--- src/rtl/call_pkg.sv ---
// Shared encodings for the call controller: UI commands, network packet
// types, controller states and the packet descriptor held in the TX slot.
package call_pkg;

  // UI command codes; values 5-7 are reserved and fall through as no-ops.
  typedef enum logic [2:0] {
    CMD_INIT_SIGNAL = 3'd0,
    CMD_MAKE_CALL   = 3'd1,
    CMD_ACCEPT      = 3'd2,
    CMD_REJECT      = 3'd3,
    CMD_END_CALL    = 3'd4
  } cmd_e;

  // Network packet types, shared by the TX and RX sides.
  typedef enum logic [2:0] {
    PKT_INIT     = 3'd0,
    PKT_CALL_REQ = 3'd1,
    PKT_CALL_ACK = 3'd2,
    PKT_CALL_REJ = 3'd3,
    PKT_CALL_END = 3'd4
  } pkt_e;

  // Controller states; the encoding is exported on the status port.
  typedef enum logic [2:0] {
    ST_UNINIT    = 3'd0,
    ST_IDLE      = 3'd1,
    ST_DIALING   = 3'd2,
    ST_RINGING   = 3'd3,
    ST_CONNECTED = 3'd4
  } state_e;

  localparam logic [7:0] BROADCAST = 8'hFF;

  // One outgoing packet: its type and destination address.
  typedef struct packed {
    pkt_e       kind;
    logic [7:0] dest;
  } pkt_t;

  localparam pkt_t PKT_NONE = '{kind: PKT_INIT, dest: 8'h00};

  function automatic pkt_t make_pkt(input pkt_e kind, input logic [7:0] dest);
    make_pkt = '{kind: kind, dest: dest};
  endfunction

endpackage

--- src/rtl/call_tx_slot.sv ---
// Single-entry outgoing packet register. A load is captured only when the
// slot is empty; a load that arrives while a packet is still pending is
// dropped. The packet is presented until the cycle with tx_valid && tx_ready.
module call_tx_slot
  import call_pkg::*;
(
  input  logic clk,
  input  logic reset,
  input  logic load_valid,
  input  pkt_t load_pkt,
  input  logic tx_ready,
  output logic tx_valid,
  output pkt_t tx_pkt
);

  logic valid_q, valid_d;
  pkt_t pkt_q, pkt_d;

  // Next-slot logic: retire on handshake, otherwise accept a load when empty.
  always_comb begin
    // NOTE: every signal gets a default before any branch, so no path can
    // leave it unassigned and infer a latch.
    valid_d = valid_q;
    pkt_d   = pkt_q;
    if (valid_q) begin
      if (tx_ready) begin
        valid_d = 1'b0;
      end
    end else if (load_valid) begin
      valid_d = 1'b1;
      pkt_d   = load_pkt;
    end
  end

  // Slot register; reset drops a pending packet without a handshake.
  always_ff @(posedge clk) begin
    // NOTE: state registers use non-blocking assignments so every flop samples
    // pre-edge values regardless of block evaluation order.
    if (reset) begin
      valid_q <= 1'b0;
      pkt_q   <= PKT_NONE;
    end else begin
      valid_q <= valid_d;
      pkt_q   <= pkt_d;
    end
  end

  assign tx_valid = valid_q;
  assign tx_pkt   = pkt_q;

endmodule

--- src/rtl/call_control.sv ---
// Per-node call controller. Accepts UI commands, reacts to received network
// packets, runs the call state machine with a ring/answer timeout, and hands
// outgoing packets to a single-entry TX slot.
module call_control
  import call_pkg::*;
#(
  parameter logic [7:0]  MY_ADDR        = 8'h01,
  parameter int unsigned TIMEOUT_CYCLES = 27_000_000,
  parameter int unsigned CNT_W          = 25
) (
  input  logic       clk,
  input  logic       reset,
  input  logic       cmd_valid,
  input  logic [2:0] command,
  input  logic [7:0] address,
  output logic       cmd_ready,
  output logic       init,
  output logic       incoming_call,
  output logic [7:0] inc_address,
  output logic       call_active,
  output logic [2:0] status,
  output logic       tx_valid,
  input  logic       tx_ready,
  output logic [2:0] tx_type,
  output logic [7:0] tx_dest,
  input  logic       rx_valid,
  input  logic [2:0] rx_type,
  input  logic [7:0] rx_src
);

  // The counter reads TIMEOUT_CYCLES-1 during the last cycle spent in the
  // timed state, so the state lasts exactly TIMEOUT_CYCLES cycles.
  localparam logic [CNT_W-1:0] CNT_LAST = CNT_W'(TIMEOUT_CYCLES - 1);

  state_e           state_q, state_d;
  logic [7:0]       peer_q, peer_d;
  logic [7:0]       inc_address_q, inc_address_d;
  logic             init_q, init_d;
  logic [CNT_W-1:0] cnt_q, cnt_d;
  logic             incoming_call_q, incoming_call_d;
  logic             call_active_q, call_active_d;

  logic cmd_fire;
  logic rx_fire;
  logic rx_from_peer;
  logic in_call;
  logic busy_req;
  logic timeout;
  logic load_valid;
  pkt_t load_pkt;
  pkt_t tx_pkt;

  // A command is taken only when nothing is pending on TX and no packet is
  // arriving, so a command-generated packet always finds the slot empty.
  assign cmd_ready = !tx_valid && !rx_valid;
  assign cmd_fire  = cmd_valid && cmd_ready;

  // Our own packets echoed back by the network are never acted on.
  assign rx_fire      = rx_valid && (rx_src != MY_ADDR);
  assign rx_from_peer = rx_fire && (rx_src == peer_q);

  assign in_call  = state_q inside {ST_DIALING, ST_RINGING, ST_CONNECTED};
  assign busy_req = in_call && rx_fire && (rx_type == PKT_CALL_REQ) && (rx_src != peer_q);
  assign timeout  = (state_q inside {ST_DIALING, ST_RINGING}) && (cnt_q == CNT_LAST);

  // Next-state, peer tracking and outgoing packet selection.
  // Priority within a state: received packet, then command, then timeout.
  always_comb begin
    state_d       = state_q;
    peer_d        = peer_q;
    inc_address_d = inc_address_q;
    init_d        = init_q;
    load_valid    = 1'b0;
    load_pkt      = PKT_NONE;

    case (state_q)
      ST_UNINIT: begin
        if (cmd_fire && command == CMD_INIT_SIGNAL) begin
          load_valid = 1'b1;
          load_pkt   = make_pkt(PKT_INIT, BROADCAST);
          state_d    = ST_IDLE;
          init_d     = 1'b1;
        end else if (rx_fire && rx_type == PKT_INIT) begin
          state_d = ST_IDLE;
          init_d  = 1'b1;
        end
      end

      ST_IDLE: begin
        if (cmd_fire && command == CMD_MAKE_CALL &&
            address != MY_ADDR && address != BROADCAST) begin
          peer_d     = address;
          load_valid = 1'b1;
          load_pkt   = make_pkt(PKT_CALL_REQ, address);
          state_d    = ST_DIALING;
        end else if (rx_fire && rx_type == PKT_CALL_REQ) begin
          peer_d        = rx_src;
          inc_address_d = rx_src;
          state_d       = ST_RINGING;
        end
      end

      ST_DIALING: begin
        if (rx_from_peer && rx_type == PKT_CALL_ACK) begin
          state_d = ST_CONNECTED;
        end else if (rx_from_peer && rx_type == PKT_CALL_REJ) begin
          state_d = ST_IDLE;
        end else if ((cmd_fire && command == CMD_END_CALL) || timeout) begin
          load_valid = 1'b1;
          load_pkt   = make_pkt(PKT_CALL_END, peer_q);
          state_d    = ST_IDLE;
        end
      end

      ST_RINGING: begin
        if (rx_from_peer && rx_type == PKT_CALL_END) begin
          state_d = ST_IDLE;
        end else if (cmd_fire && command == CMD_ACCEPT) begin
          load_valid = 1'b1;
          load_pkt   = make_pkt(PKT_CALL_ACK, peer_q);
          state_d    = ST_CONNECTED;
        end else if ((cmd_fire && command == CMD_REJECT) || timeout) begin
          load_valid = 1'b1;
          load_pkt   = make_pkt(PKT_CALL_REJ, peer_q);
          state_d    = ST_IDLE;
        end
      end

      ST_CONNECTED: begin
        if (rx_from_peer && rx_type == PKT_CALL_END) begin
          state_d = ST_IDLE;
        end else if (cmd_fire && command == CMD_END_CALL) begin
          load_valid = 1'b1;
          load_pkt   = make_pkt(PKT_CALL_END, peer_q);
          state_d    = ST_IDLE;
        end
      end

      default: begin
        state_d = ST_UNINIT;
      end
    endcase

    // A third party calling while we are busy gets an immediate reject. If a
    // timeout lands on the same cycle it still changes state, but the reject
    // claims the single packet slot.
    if (busy_req) begin
      load_valid = 1'b1;
      load_pkt   = make_pkt(PKT_CALL_REJ, rx_src);
    end
  end

  // Timeout counter: cleared on every state change, counts in timed states.
  always_comb begin
    cnt_d = cnt_q;
    if (state_d != state_q) begin
      cnt_d = '0;
    end else if (state_q inside {ST_DIALING, ST_RINGING}) begin
      cnt_d = cnt_q + 1'b1;
    end
    incoming_call_d = (state_d == ST_RINGING);
    call_active_d   = (state_d == ST_CONNECTED);
  end

  // Controller registers with synchronous reset.
  always_ff @(posedge clk) begin
    if (reset) begin
      state_q         <= ST_UNINIT;
      peer_q          <= 8'h00;
      inc_address_q   <= 8'h00;
      init_q          <= 1'b0;
      cnt_q           <= '0;
      incoming_call_q <= 1'b0;
      call_active_q   <= 1'b0;
    end else begin
      state_q         <= state_d;
      peer_q          <= peer_d;
      inc_address_q   <= inc_address_d;
      init_q          <= init_d;
      cnt_q           <= cnt_d;
      incoming_call_q <= incoming_call_d;
      call_active_q   <= call_active_d;
    end
  end

  call_tx_slot u_tx_slot (
    .clk        (clk),
    .reset      (reset),
    .load_valid (load_valid),
    .load_pkt   (load_pkt),
    .tx_ready   (tx_ready),
    .tx_valid   (tx_valid),
    .tx_pkt     (tx_pkt)
  );

  assign tx_type       = tx_pkt.kind;
  assign tx_dest       = tx_pkt.dest;
  assign status        = state_q;
  assign init          = init_q;
  assign incoming_call = incoming_call_q;
  assign call_active   = call_active_q;
  assign inc_address   = inc_address_q;

endmodule

--- config.mk ---
export PLATFORM = sky130hd
export DESIGN_NAME = call_control
export DESIGN_NICKNAME = d
export VERILOG_FILES = /design/src/rtl/call_pkg.sv /design/src/rtl/call_tx_slot.sv /design/src/rtl/call_control.sv
export SDC_FILE = /design/constraint.sdc
export NUM_CORES = 1
export LEC_CHECK = 0
export BUFFER_PORTS_ARGS = -buffer_cell sky130_fd_sc_hd__clkbuf_2
export CELL_PAD_IN_SITES_DETAIL_PLACEMENT = 1
export CELL_PAD_IN_SITES_GLOBAL_PLACEMENT = 2
export CORE_UTILIZATION = 37
export DETAILED_ROUTE_END_ITERATION = 10
export PLACE_DENSITY_LB_ADDON = 0.1
export SLEW_MARGIN = 20
export SYNTH_ARGS = -nofsm -noshare
export SYNTH_HDL_FRONTEND = slang
export SYNTH_HIERARCHICAL = 1
export SYNTH_SLANG_ARGS = --single-unit
export TNS_END_PERCENT = 100
--- constraint.sdc ---
create_clock -name clk -period 8.1 [get_ports clk]
set_input_delay 1.62 -clock clk [delete_from_list [all_inputs] [get_ports clk]]
set_output_delay 1.62 -clock clk [all_outputs]
set_load 0.1 [all_outputs]
Word level (Yosys, flattened, before mapping)
Cells that the tools add are included.
{"block": "classes", "addsub": 1, "eq_ne": 21, "muxes": 44, "bitwise": 2, "reduce_logical": 36}
{"cell": "$mux W11", "n": 6}
{"cell": "$pmux W11 S5", "n": 1}
{"cell": "$mux W3", "n": 12}
{"cell": "$mux W10", "n": 3}
{"cell": "$add A25 B1 Y25 const B", "n": 1}
{"cell": "$eq A25 B25 Y1 const B", "n": 1}
{"cell": "$mux W8", "n": 3}
{"cell": "$eq A3 B2 Y1 const B", "n": 7}
{"cell": "$logic_and A1 B1 Y1", "n": 20}
{"cell": "$mux W1", "n": 16}
{"cell": "$ne A8 B1 Y1 const B", "n": 2}
{"cell": "$pmux W3 S5", "n": 1}
{"cell": "$eq A3 B3 Y1 const B", "n": 4}
{"cell": "$eq A3 B1 Y1 const B", "n": 3}
{"cell": "$logic_not A3 Y1", "n": 3}
{"cell": "$mux W9", "n": 1}
{"cell": "$eq A8 B8 Y1", "n": 1}
{"cell": "$ne A8 B8 Y1", "n": 1}
{"cell": "$ne A8 B8 Y1 const B", "n": 1}
{"cell": "$reduce_and A2 Y1", "n": 3}
{"cell": "$reduce_bool A2 Y1", "n": 3}
{"cell": "$pmux W1 S5", "n": 1}
{"cell": "$ne A3 B3 Y1", "n": 1}
{"cell": "$reduce_and A3 Y1", "n": 1}
{"cell": "5 further kinds", "n": 8}
{"block": "totals", "reg_bits": 59, "in_bits": 27}

Depth between registers and ports, before layout
{"block": "depth", "ltp_word": 12, "ltp_mapped": 11, "ltp_nobuf": 10}

Hierarchy
Netlist, hierarchy kept.
{"mod": "call_control", "instances": 1, "cells_each": 345, "area_per_inst_um2": 2827.7}
{"mod": "call_tx_slot", "instances": 1, "cells_each": 53, "area_per_inst_um2": 589.3}

Least setup slack after synthesis
OpenSTA, ideal clock, no wires.
{"block": "synth_path", "kind": "input to register", "start": "in rx_valid", "end": "reg cnt_q[14]", "setup_time_ns": 0.062, "arrival_ns": 4.669, "t_required_ns": 8.038, "slack_ns": 3.369, "stages": 9, "path_buffers": 2, "path_cell_list": "nor2_1 -> and4_1 -> buf_2 -> a2bb2oi_1 -> o221ai_1 -> a2111oi_4 -> nand4_4 -> buf_6 -> nor2_2"}
{"block": "synth_between", "elab_chain_cells": 11, "elab_cells_between_ends": 34, "cone_classes": "eq/ne (1); mux (13); reduce/logical (20)"}
{"item": "from (decl)", "line_no": "call_control.sv:26", "rtl": "input logic rx_valid,"}
{"item": "$logic_not A1 Y1", "line_no": "call_control.sv:55", "rtl": "assign cmd_ready = !tx_valid && !rx_valid;"}
{"item": "$logic_and A1 B1 Y1", "line_no": "call_control.sv:55"}
{"item": "$logic_and A1 B1 Y1", "line_no": "call_control.sv:56", "rtl": "assign cmd_fire = cmd_valid && cmd_ready;"}
{"item": "$logic_and A1 B1 Y1, on equally long branches", "line_no": "call_control.sv:122, call_control.sv:108, call_control.sv:132"}
{"item": "$logic_or A1 B1 Y1, on equally long branches", "line_no": "call_control.sv:122, call_control.sv:108"}
{"item": "$mux W3, on equally long branches", "line_no": "call_control.sv:122, call_control.sv:108"}
{"item": "$mux W3, on equally long branches", "line_no": "call_control.sv:118, call_control.sv:106"}
{"item": "$mux W3, on equally long branches", "line_no": "call_control.sv:116, call_control.sv:104"}
{"item": "$pmux W3 S5 *", "line_no": "call_control.sv:76", "rtl": "case (state_q)"}
{"item": "$ne A3 B3 Y1 *", "line_no": "call_control.sv:156", "rtl": "if (state_d != state_q) begin"}
{"item": "$reduce_or A2 Y1 (no source line) *"}
{"item": "to (signal assigned)", "line_no": "call_control.sv:180", "rtl": "cnt_q <= cnt_d;"}
{"item": "to (decl)", "line_no": "call_control.sv:39", "rtl": "logic [CNT_W-1:0] cnt_q, cnt_d;"}
Every way passes the cells marked *; elsewhere a longest branch is shown, timed or not.
A chain may end at the register's enable or synchronous reset.

Worst setup path after layout
{"block": "layout_path", "start": "in rx_valid", "end": "reg u_tx_slot.pkt_q, in the netlist u_tx_slot/tx_pkt[5]"}
{"block": "layout_between", "elab_chain_cells": 11, "elab_cells_between_ends": 45, "cone_classes": "mux (24); reduce/logical (21)"}
{"item": "$logic_not A1 Y1", "line_no": "call_control.sv:55"}
{"item": "$logic_and A1 B1 Y1", "line_no": "call_control.sv:55"}
{"item": "$logic_and A1 B1 Y1", "line_no": "call_control.sv:56"}
{"item": "$logic_and A1 B1 Y1, on equally long branches", "line_no": "call_control.sv:122, call_control.sv:108, call_control.sv:132"}
{"item": "$logic_or A1 B1 Y1, on equally long branches", "line_no": "call_control.sv:122, call_control.sv:108"}
{"item": "$mux W1, on equally long branches", "line_no": "call_control.sv:122, call_control.sv:108"}
{"item": "$mux W1, on equally long branches", "line_no": "call_control.sv:118, call_control.sv:106"}
{"item": "$mux W1, on equally long branches", "line_no": "call_control.sv:116, call_control.sv:104"}
{"item": "$pmux W1 S5", "line_no": "call_control.sv:76"}
{"item": "$mux W1 *", "line_no": "call_control.sv:147", "rtl": "if (busy_req) begin"}
{"item": "via load_valid", "line_no": "call_control.sv:49", "rtl": "logic load_valid;"}
{"item": "$reduce_and A2 Y1 (no source line) *"}
{"item": "to (signal assigned)", "line_no": "call_tx_slot.sv:44", "rtl": "pkt_q <= pkt_d;"}
{"item": "to (decl)", "line_no": "call_tx_slot.sv:17", "rtl": "pkt_t pkt_q, pkt_d;"}
The timed path passes the listed nets; every way through them passes the cells marked *.

==> results.py <==
metrics = {
    "layout": {
        "fin_nets": 474,
        "drive_above_1_share": 0.263,
        "antenna_cells": 0,
        "syn_to_final_growth_pct": 14.1,
        "final_cells": 557,
        "multiInputGateArea_um2": 2080,
        "final_area_um2": 3900,
        "final-seq-area_um2": 1180,
        "fill_cells": 1067,
    },
    "clock_tree": {
        "clk_pin_slew_worst_paths_ns": 0.06,
        "ctsResizeCount": 0,
        "cts.path.max_buffers": 2,
        "root_buffer": "clkbuf_8",
        "cts_hold_buffers": 0,
        "cts_num_sinks": 59,
        "post_cts_buffers": 0,
        "insertion_delay_ns": 0.34,
        "cts_buffers": 9,
        "tritoncts": "built",
        "h-tree-depth": 3,
    },
    "timing": {
        "slew_violations": 0,
        "finalSetupViolCount": 0,
        "rsz0062_at_grt": "false",
        "fin_crit_sh": 0.607,
        "worst_pin_slew_ns": 0.840,
        "relSlewSlack": 0.440,
        "clock.fmax_mhz": 203,
        "fin_skew_ns": 0.0178,
        "hold_viol": 0,
        "fin_tns_setup_ns": 0,
        "period_needed_ns": 4.92,
    },
    "routing": {
        "antenna_left": 0,
        "route.detailed.drc": 0,
        "post_drt_wl_per_cell_um": 18.3,
        "routed_wirelength_um": 10200,
        "viasPerCell": 5.64,
        "drtPass1Iterations": 4,
        "vias": 3140,
        "first_iter_violations": 141,
    },
    "worst_setup_path": {
        "arrival_ns": 5.12,
        "cp_cell_sequence": "clkbuf_2, or4b_1, a211oi_2, nand2_2, nor2_1, or4_1, nor2b_2, o21ai_1",
        "path_class": "input port to register",
        "crit_family": "simple AND/OR/NAND/NOR gates",
        "path_buf_inv": 1,
        "critPathMaxFanout": 17,
        "cp-start-kind": "input port",
        "cp_slowest_cell": "nor2b_2",
        "cp-end-kind": "register",
        "max_stage_delay_ns": 0.64,
        "cp.required_ns": 8.30,
    },
    "placed_design": {
        "dpl_cell_area_um2": 3710,
        "port_buffers": 53,
        "globalplace.congestion": 0.810,
        "dp_cells": 543,
        "dpl.hpwl_um": 7560,
    },
    "power_and_ir_drop": {
        "total_power_w": 0.000612,
        "internal_power_w": 0.000451,
        "powerDensity_nw_per_um2": 157,
        "ir_worst_vdd_mv": 0.0653,
        "p_seq_frac": 0.480,
        "p_comb_frac": 0.098,
        "clkPwrFrac": 0.422,
        "swShare": 0.263,
        "net-switching-power_w": 0.000161,
        "power_leakage_nw": 1.36,
    },
    "global_route": {
        "met2_usage": 0.369,
        "gr-usage-met3": 0.0437,
        "grt_pass1_vias": 3165,
        "met1_usage": 0.301,
        "grt_first_pass_wirelength_um": 17000,
        "gr-usage-all-layers": 0.227,
        "grt_max_degree": 45,
        "top_usage_layer": "met2",
        "grt_overflow": 0,
        "antenna_found_initial": 0,
    },
    "die": {
        "fp.dieH_um": 98.1,
        "ios": 54,
        "row_count": 34,
        "start_util": 0.386,
        "die_w_um": 98.1,
        "die-area_um2": 9620,
        "core_area_um2": 8850,
    },
    "yosys": {
        "synth_cell_types": 66,
        "syn_area_um2": 3420,
        "synth_top_area_frac": 0.346,
        "synthArstFlopShare": 0,
        "synth_area_leaders": "dfxtp_1 35%, xnor2_1 5.1%, nor2_1 4.8%, nand2_1 4.1%, nand3_1 3.7%",
        "avgSynthCellArea_um2": 8.59,
        "ys_ff_latch": 59,
        "synth_flop_cell": "dfxtp_1",
        "seq_area_frac_synth": 0.346,
        "synth_enable_flop_cells": 0,
        "synth_warnings": 6,
        "yosysTopAreaCell": "dfxtp_1",
        "syn-num-nets": 426,
        "synthCells": 398,
    },
    "run_status": {
        "status": "finished clean",
    },
    "min_path": {
        "hold_path_class": "register to register",
    },
    "run": {
        "drv_cap": 0,
    },
}
==> metal layers <==
metal  share of wire  vias to the layer above  wire (um)
li1                -                     1550          -
met1            0.47                     1513       4780
met2            0.48                       63       4880
met3           0.036                       14        370
met4           0.014                        0        142
met5               0                        -          0
==> worst register-to-register path, cell delays in order, from the launching register on <==
cell      delay, ns
dfxtp_1        0.48
or4b_1         0.63
a211oi_2       0.55
nand2_2        0.38
nor2_1         0.59
or4_1          0.48
nor2b_2        0.65
o21ai_1        0.15
==> sequential cells by signal, summed over array words and instances, names as in the netlist <==
name / flops
status: 3
init: 1
call_active: 1
inc_address: 8
u_tx_slot/tx_pkt: 11
cnt_q: 25
incoming_call: 1
peer_q: 8
u_tx_slot/tx_valid: 1
==> placed cells by master (no fill, tap or decap), types with 7 or more instances in the layout <==
| cell | n |
|---|---|
| nand3_1 | 25 |
| nand2b_1 | 12 |
| xnor2_1 | 20 |
| nand2_1 | 37 |
| clkbuf_8 | 13 |
| o21ai_2 | 11 |
| a21oi_1 | 14 |
| nand4_1 | 11 |
| nor2_2 | 11 |
| clkbuf_2 | 53 |
| inv_1 | 7 |
| xor2_1 | 12 |
| nand4bb_1 | 11 |
| nor2_1 | 44 |
| a221o_1 | 8 |
| a31o_2 | 8 |
| dfxtp_1 | 59 |
| a311oi_1 | 8 |
==> path summary, 6_finish.rpt <==
path                            from                   to  slack (ns)  cells past startpoint
setup / recovery            rx_valid  u_tx_slot/tx_pkt[5]        3.18                      8
hold / removal        inc_address[3]       inc_address[3]        0.46                      2
setup reg to reg  u_tx_slot/tx_valid  u_tx_slot/tx_pkt[5]        4.06                      7
hold reg to reg       inc_address[3]       inc_address[3]        0.46                      2
==> cell families (layout without fill, tap and decap cells) <==
family / count (synthesis) / after routing / share of synthesized area
fa+ha+maj: 1 / 1 / 0.00366
xor+xnor: 32 / 32 / 0.0820
compound gates: 75 / 75 / 0.178
flops: 59 / 59 / 0.346
buf+inv: 26 / 77 / 0.0450
simple gates: 205 / 205 / 0.346
==> per-stage QoR <==
stage	hold slack (ns)	setup slack, ns	util
floorplan	0.453	3.37	-
global placement	0.439	3.01	0.420
detailed placement	0.447	2.83	0.420
CTS	0.456	3.18	0.441
global route	0.486	2.85	0.441
finish	0.455	3.18	0.441
==> power by group through the flow <==
stage,combinational (W),clock [W],sequential (W)
floorplan,0.0000337,0,0.000305
global placement,0.0000594,0,0.000300
detailed placement,0.0000597,0,0.000300
CTS,0.0000598,0.000268,0.000293
global route,0.0000646,0.000276,0.000294
finish,0.0000599,0.000258,0.000293
==> cells in the mapped netlist (3+ instances only) <==
library cell,count
nand4_1,11
nor3_1,6
nand3_1,25
nor2_2,11
nand4bb_1,11
buf_2,4
nor2_1,44
and4_1,3
nor4_1,5
nand2b_1,12
and3_1,6
o21ai_0,6
nand2_1,37
a221o_1,8
a31o_2,8
dfxtp_1,59
o21ai_2,11
xor2_1,12
buf_6,4
a311oi_1,8
nor3b_1,4
xnor2_1,20
clkbuf_1,6
inv_1,7
a21oi_1,14
nor2b_1,5
==> area by class of cell <==
| cell class | instances | share of cell area |
|---|---|---|
| multi-input cells | 313 | 0.534 |
| flip-flops and latches | 59 | 0.303 |
| repair buffers | 56 | 0.0738 |
| clock buffers | 13 | 0.0459 |
| well taps | 108 | 0.0347 |
| inverters | 7 | 0.00674 |
| clock inverters | 1 | 0.00193 |
No activity file was read; power rests on OpenSTA's default activity.
